## src/rtl/mem_load_resp_queue.sv

```systemverilog
// In-order load response queue: DEPTH outstanding loads, aligned/extended results to WB via valid/ready.
// Data_ok -> resp_valid in 1 cycle (0 with MEM_RESP_BYPASS_EN); req_ready drops at DEPTH outstanding, flushed beats are discarded.
module mem_load_resp_queue #(
   parameter int DEPTH = 4,
   parameter int TAG_W = 5,
   parameter int CNT_W = $clog2(DEPTH + 1)
) (
   input  logic             clk,
   input  logic             reset,
   input  logic             flush,
   input  logic             req_push,
   output logic             req_ready,
   input  logic [2:0]       req_ld_op,
   input  logic [1:0]       req_addr_lo,
   input  logic [TAG_W-1:0] req_dest,
   input  logic             data_sram_data_ok,
   input  logic [31:0]      data_sram_rdata,
   output logic             resp_valid,
   input  logic             resp_ready,
   output logic [31:0]      resp_result,
   output logic [TAG_W-1:0] resp_dest,
   output logic [CNT_W-1:0] outstanding,
   output logic             discard_pending
);
   localparam int PTR_W = $clog2(DEPTH);

   typedef enum logic [1:0] {SLOT_EMPTY, SLOT_WAIT, SLOT_READY} slot_st_e;

   slot_st_e         st_q   [DEPTH];
   slot_st_e         st_d   [DEPTH];
   logic [2:0]       op_q   [DEPTH];
   logic [2:0]       op_d   [DEPTH];
   logic [1:0]       lo_q   [DEPTH];
   logic [1:0]       lo_d   [DEPTH];
   logic [TAG_W-1:0] dest_q [DEPTH];
   logic [TAG_W-1:0] dest_d [DEPTH];
   logic [31:0]      data_q [DEPTH];
   logic [31:0]      data_d [DEPTH];

   logic [PTR_W-1:0] head_q, head_d, tail_q, tail_d, fill_q, fill_d;
   logic [CNT_W-1:0] count_q, count_d, discard_q, discard_d;
   logic [CNT_W-1:0] n_wait, flush_sum;
   logic             head_wait, head_ready, bypass, pop;

   function automatic logic [31:0] align(input logic [31:0] d, input logic [2:0] op,
                                         input logic [1:0] lo);
      logic [7:0]  b;
      logic [15:0] h;
      b = 8'(d >> {lo, 3'b000});
      h = 16'(d >> {lo[1], 4'b0000});
      case (op)
         3'b000:  return {{24{b[7]}}, b};
         3'b001:  return {24'h0, b};
         3'b010:  return {{16{h[15]}}, h};
         3'b011:  return {16'h0, h};
         default: return d;
      endcase
   endfunction

   always_comb begin
      n_wait = '0;
      for (int i = 0; i < DEPTH; i++) begin
         if (st_q[i] == SLOT_WAIT) n_wait = n_wait + CNT_W'(1);
      end
   end

   assign head_wait  = (st_q[head_q] == SLOT_WAIT);
   assign head_ready = (st_q[head_q] == SLOT_READY);

`ifdef MEM_RESP_BYPASS_EN
   // A WAIT head is always the fill slot, so the beat can be forwarded straight out.
   assign bypass = data_sram_data_ok && (discard_q == '0) && head_wait;
`else
   assign bypass = 1'b0;
`endif

   assign resp_valid      = !flush && (head_ready || bypass);
   assign resp_result     = resp_valid ? align(bypass ? data_sram_rdata : data_q[head_q],
                                               op_q[head_q], lo_q[head_q]) : 32'h0;
   assign resp_dest       = resp_valid ? dest_q[head_q] : '0;
   assign outstanding     = count_q + discard_q;
   assign req_ready       = (outstanding < CNT_W'(DEPTH));
   assign discard_pending = (discard_q != '0);
   assign pop             = resp_valid && resp_ready;
   assign flush_sum       = discard_q + n_wait + CNT_W'(req_push);

   always_comb begin
      st_d      = st_q;
      op_d      = op_q;
      lo_d      = lo_q;
      dest_d    = dest_q;
      data_d    = data_q;
      head_d    = head_q;
      tail_d    = tail_q;
      fill_d    = fill_q;
      count_d   = count_q;
      discard_d = discard_q;

      if (flush) begin
         // Every load still waiting for its beat, plus a same-cycle push, becomes a discard.
         for (int i = 0; i < DEPTH; i++) st_d[i] = SLOT_EMPTY;
         head_d    = '0;
         tail_d    = '0;
         fill_d    = '0;
         count_d   = '0;
         discard_d = (data_sram_data_ok && flush_sum != '0) ? flush_sum - CNT_W'(1) : flush_sum;
      end else begin
         if (pop) begin
            st_d[head_q] = SLOT_EMPTY;
            head_d       = head_q + PTR_W'(1);
         end
         if (req_push) begin
            st_d[tail_q]   = SLOT_WAIT;
            op_d[tail_q]   = req_ld_op;
            lo_d[tail_q]   = req_addr_lo;
            dest_d[tail_q] = req_dest;
            tail_d         = tail_q + PTR_W'(1);
         end
         if (data_sram_data_ok) begin
            if (discard_q != '0) begin
               discard_d = discard_q - CNT_W'(1);
            end else if (st_q[fill_q] == SLOT_WAIT) begin
               fill_d = fill_q + PTR_W'(1);
               if (!(bypass && resp_ready)) begin
                  st_d[fill_q]   = SLOT_READY;
                  data_d[fill_q] = data_sram_rdata;
               end
            end
         end
         count_d = count_q + CNT_W'(req_push) - CNT_W'(pop);
      end
   end

   always_ff @(posedge clk) begin
      if (reset) begin
         for (int i = 0; i < DEPTH; i++) begin
            st_q[i]   <= SLOT_EMPTY;
            op_q[i]   <= '0;
            lo_q[i]   <= '0;
            dest_q[i] <= '0;
            data_q[i] <= '0;
         end
         head_q    <= '0;
         tail_q    <= '0;
         fill_q    <= '0;
         count_q   <= '0;
         discard_q <= '0;
      end else begin
         st_q      <= st_d;
         op_q      <= op_d;
         lo_q      <= lo_d;
         dest_q    <= dest_d;
         data_q    <= data_d;
         head_q    <= head_d;
         tail_q    <= tail_d;
         fill_q    <= fill_d;
         count_q   <= count_d;
         discard_q <= discard_d;
      end
   end
endmodule

```

## config.mk

```make
export PLATFORM = sky130hd
export DESIGN_NAME = mem_load_resp_queue
export DESIGN_NICKNAME = d
export VERILOG_FILES = /design/src/rtl/mem_load_resp_queue.sv
export SDC_FILE = /design/constraint.sdc
export NUM_CORES = 1
export LEC_CHECK = 0
export ABC_AREA = 1
export BUFFER_PORTS_ARGS = -buffer_cell sky130_fd_sc_hd__buf_2
export CAP_MARGIN = 20
export CORE_MARGIN = 2
export CORE_UTILIZATION = 50
export DETAILED_ROUTE_END_ITERATION = 8
export PLACE_DENSITY_LB_ADDON = 0.08
export REMOVE_ABC_BUFFERS = 1
export SLEW_MARGIN = 20
export SYNTH_ARGS = -nofsm -noshare
export SYNTH_HDL_FRONTEND = slang
export SYNTH_SLANG_ARGS = --single-unit
```

## constraint.sdc

```tcl
create_clock -name clk -period 3.7 [get_ports clk]
set_input_delay 0.74 -clock clk [delete_from_list [all_inputs] [get_ports clk]]
set_output_delay 0.74 -clock clk [all_outputs]
set_load 0.05 [all_outputs]
```

==> results <==
- The run finished with clean final reports.
- The final sum of negative setup slack is 0 ns.
- The launch point of the worst reg-to-reg path is st_q[6].
- The path with the worst hold slack has its endpoint at st_q[4].
- The static leakage is around 5.2 nW.
- The type of the worst min-delay path is reg -> reg.
- The cell depth of the worst hold path is 2.
- The die extent in x is 148 um.
- The critical path is of the reg -> out type.
- Clock-pin slew was measured on the worst setup and hold paths at 0.08 ns.
- The post-detailed-placement half-perimeter wirelength is 18700 um.
- The max-cap check violation count is 0.
- The number of buffers added by the clock tree synthesis step is 17.
- The fraction of registers with async set or reset after synthesis is 0.
- Input and output buffers added on the ports amount to 90.
- The largest net degree at the start of global routing is between 70 and 80.
- The area used by multi-input combinational logic is around 5600 sq um.
- The logic depth of the worst register-to-register path is 18.
- Across all register-to-register paths, the minimum setup slack is about 0.33 ns.
- The buffer cell driving the clock tree root is sky130_fd_sc_hd__clkbuf_16.
- In the finished design, the share of the clock period the worst path needs comes to 0.943.
- The sequential element share of the synthesized area is 0.364.
- The maximum fanout encountered on the critical timing path is 54.
- The total routing resource utilization after global routing is 0.289.
- In this run the most used layer during global routing was met2.
- The wire length of the first global-routing pass is 50400 um.
- The number of remaining DRC errors is 0.
- The hold-fix buffer count after cts is 0.
- The die covers 21800 sq um.
- The end of the worst register-to-register path is discard_q[2].
- The kind of end point of the critical path is an output port.
- For the worst setup path, the data arrival time is 2.75 ns.
- Setup slack on the critical path of the routed design comes to approximately 0.21 ns.
- The y dimension of the die is approximately 150 um.
- The top-level I/O count is 91.
- Static timing analysis puts the maximum clock frequency at about 290 MHz.
- The initial antenna violation count is 0.
- The number of global-route vias before repair is approximately 9600.
- The Yosys step of the flow raised 0 warnings.
- The total count of hold-check failures in the final report is 0.
- In the global route stage, met1 resource usage came out at 0.395.
- Fill cells in the final layout number roughly 2000.
- OpenSTA, run right after detailed placement, puts the worst setup slack at 0.219 ns.
- Setup repair after global routing left no endpoint under its margin.
- Clock skew on the completed layout was measured at ~0.015 ns.
- Once detail routing completed, the nets flagged for antenna violations numbered 0.
- The floorplan has between 50 and 60 rows.
- The deepest clock path buffer count is 2.
- In the global route stage, met2 resource usage came out at 0.466.
- For this block, the initial DRC count from the detailed router was slightly below 800.
- The worst-case IR drop observed on VDD is 329 uV.
- In the final layout, the share of cells above drive strength 1 is 0.123.
- In this run, distinct cell masters in the synthesized netlist total 33.
- The number of cells after detailed placement is 1898.
- The average routed wire per standard cell is between 15 and 20 um.
- Setup violations remaining at the end of the flow were counted as 0.
- The initial cell density of the core is 0.511.
- The core outline area is a little over 20000 sq um.
- Compared with the post-synthesis result, the final layout area differs by 11.3%.
- The remaining global-route overflow is 0.
- The number of storage elements in the synthesis netlist is roughly 190.
- The hold path startpoint is st_q[4].
- The total count of max-transition violations in the final report was 0.
- The later pin in the worst-skew pair is clocked with a latency of 0.45 ns.
- At the end of the flow, the number of nets in the layout was between 1500 and 2000.
- In this run the power density over the cells is 389 nW/um^2.
- The clock period minus final worst setup slack is approximately 3.5 ns.
- The routing usage on met3 is 0.0454.
- The total via count after detailed routing is between 10000 and 15000.
- The total routed wirelength is 31000 um.
- The detailed-router iteration count before antenna repair is 5.
- The post-synthesis cell area is 10300 sq um.
- The repair_antennas step left the layout with diodes totalling 0.
- The worst setup path is launched from a flop.
- For the pin with the worst max-slew slack, the measured transition is approximately 0.9 ns.
- TritonCTS built the clock tree.
- The TritonCTS sink count is ~190.
- The weighted congestion at the end of routability-driven global placement is approximately 0.89.
- Across the whole layout, storage elements account for 3770 sq um.
- CTS built an H-tree with a depth of 4.
- For this run, the leading register cell type out of synthesis is sky130_fd_sc_hd__dfxtp_1.
- The synthesized area divided by synthesized cell count is roughly 6.4 sq um.
- The cell count after synthesis is around 1600.
- Data on the critical path is required at its endpoint by around 3 ns.
- The remaining max-slew budget at the tightest pin is 0.398.
- After detailed routing, the number of vias per cell comes to around 5.3.
- The number of enable-type register cells in the synthesized netlist is 0.
- The number of standard cells in the layout, taps in and fillers out is 1932.
- The final cell utilization of the core is 0.569.
## repair_timing
item	4_1_cts	5_1_grt
setup endpoints to repair	16	19
gates cloned	1	0
buffers inserted	0	1
gates resized for setup	1	8
pin swaps	0	2
## final cells by class
type | instances | area share
inverter | 116 | 0.0390
tap | 270 | 0.0294
sequential | 188 | 0.327
multi-input combinational | 1206 | 0.487
clock inverter | 12 | 0.0111
clock buffer | 20 | 0.0388
timing repair buffer | 120 | 0.0673
## per-stage QoR
stage / area [sq um] / hold WS [ns] / total power [mW]
finish: 11500 / 0.466 / 4.48
detailed placement: 10900 / 0.455 / 2.66
global route: 11500 / 0.479 / 4.66
global placement: 10900 / 0.446 / 2.66
floorplan: 9790 / 0.435 / 2.51
CTS: 11500 / 0.465 / 4.48
## registers in the layout, summed over array words and instances (netlist names), 3 cells and up
register / count
data_q: 128
dest_q: 20
op_q: 12
lo_q: 8
st_q: 8
count_q: 3
discard_q: 3
## cell usage in the layout (no fill, tap or decap), drive strengths merged, types with 2 or more instances in the layout
cell type / instances
nor2: 402
inv: 119
clkbuf: 20
ha: 22
nand2: 388
fa: 4
dfxtp: 188
xor2: 5
a21oi: 76
nand4: 32
o21ai: 87
a31oi: 8
xnor2: 3
clkinvlp: 3
o211ai: 2
clkinv: 5
buf: 119
nand3: 174
## kinds of logic (layout without fill, tap and decap cells)
| logic type | count (synthesis) | after routing | synth area share |
|---|---|---|---|
| fa+ha+maj | 26 | 26 | 0.0344 |
| xor+xnor | 8 | 8 | 0.00678 |
| compound gates | 175 | 175 | 0.0871 |
| simple gates | 997 | 997 | 0.412 |
| buf+inv | 219 | 268 | 0.0960 |
| flops | 188 | 188 | 0.364 |
## where the power goes
group / internal, mW / total, mW / switching (mW)
registers: 2.05 / 2.08 / 0.0222
logic: 0.167 / 0.558 / 0.391
clock network: 0.967 / 1.85 / 0.880
total: 3.19 / 4.48 / 1.29
## per-layer routing
metal | vias to the layer above | part of all wire
met3 | 47 | 0.058
met2 | 327 | 0.45
met5 | - | 0
met4 | 0 | 0.024
met1 | 4738 | 0.46
li1 | 5179 | -
## critical path, stage by stage, from the launching register on
cell                      delay (ns)
sky130_fd_sc_hd__dfxtp_2        0.38
sky130_fd_sc_hd__buf_12         0.29
sky130_fd_sc_hd__nand3_2        0.30
sky130_fd_sc_hd__nand2_2        0.31
sky130_fd_sc_hd__buf_4          0.33
sky130_fd_sc_hd__o21ai_0        0.22
sky130_fd_sc_hd__a21oi_1        0.16
sky130_fd_sc_hd__nor2_1         0.07
sky130_fd_sc_hd__buf_2          0.21
## cell usage after synthesis (6+ instances only)
cell type,n,area (sq um)
sky130_fd_sc_hd__a21oi_1,76,380
sky130_fd_sc_hd__a31oi_1,8,50.1
sky130_fd_sc_hd__buf_1,12,45.0
sky130_fd_sc_hd__buf_2,26,130
sky130_fd_sc_hd__buf_4,21,158
sky130_fd_sc_hd__clkbuf_1,38,143
sky130_fd_sc_hd__dfxtp_1,188,3760
sky130_fd_sc_hd__ha_1,22,275
sky130_fd_sc_hd__inv_1,105,394
sky130_fd_sc_hd__inv_2,6,22.5
sky130_fd_sc_hd__nand2_1,373,1400
sky130_fd_sc_hd__nand2_2,11,68.8
sky130_fd_sc_hd__nand3_1,169,846
sky130_fd_sc_hd__nand4_1,32,200
sky130_fd_sc_hd__nor2_1,382,1430
sky130_fd_sc_hd__nor2_4,15,169
sky130_fd_sc_hd__o21ai_0,86,430
## worst max-delay path by stage
stage | from | endpoint | slack, ns | depth (start not counted)
2_1_floorplan | head_q[0] | resp_result[16] | -1.67 | 10
3_3_place_gp | st_q[4] | discard_q[2] | 0.33 | 18
3_5_place_dp | st_q[4] | discard_q[2] | 0.22 | 18
6_report | head_q[1] | resp_result[1] | 0.21 | 8
5_1_grt | st_q[6] | discard_q[2] | 0.02 | 18
4_1_cts | head_q[0] | resp_result[16] | 0.03 | 12
(Power assumes the default switching activity.)
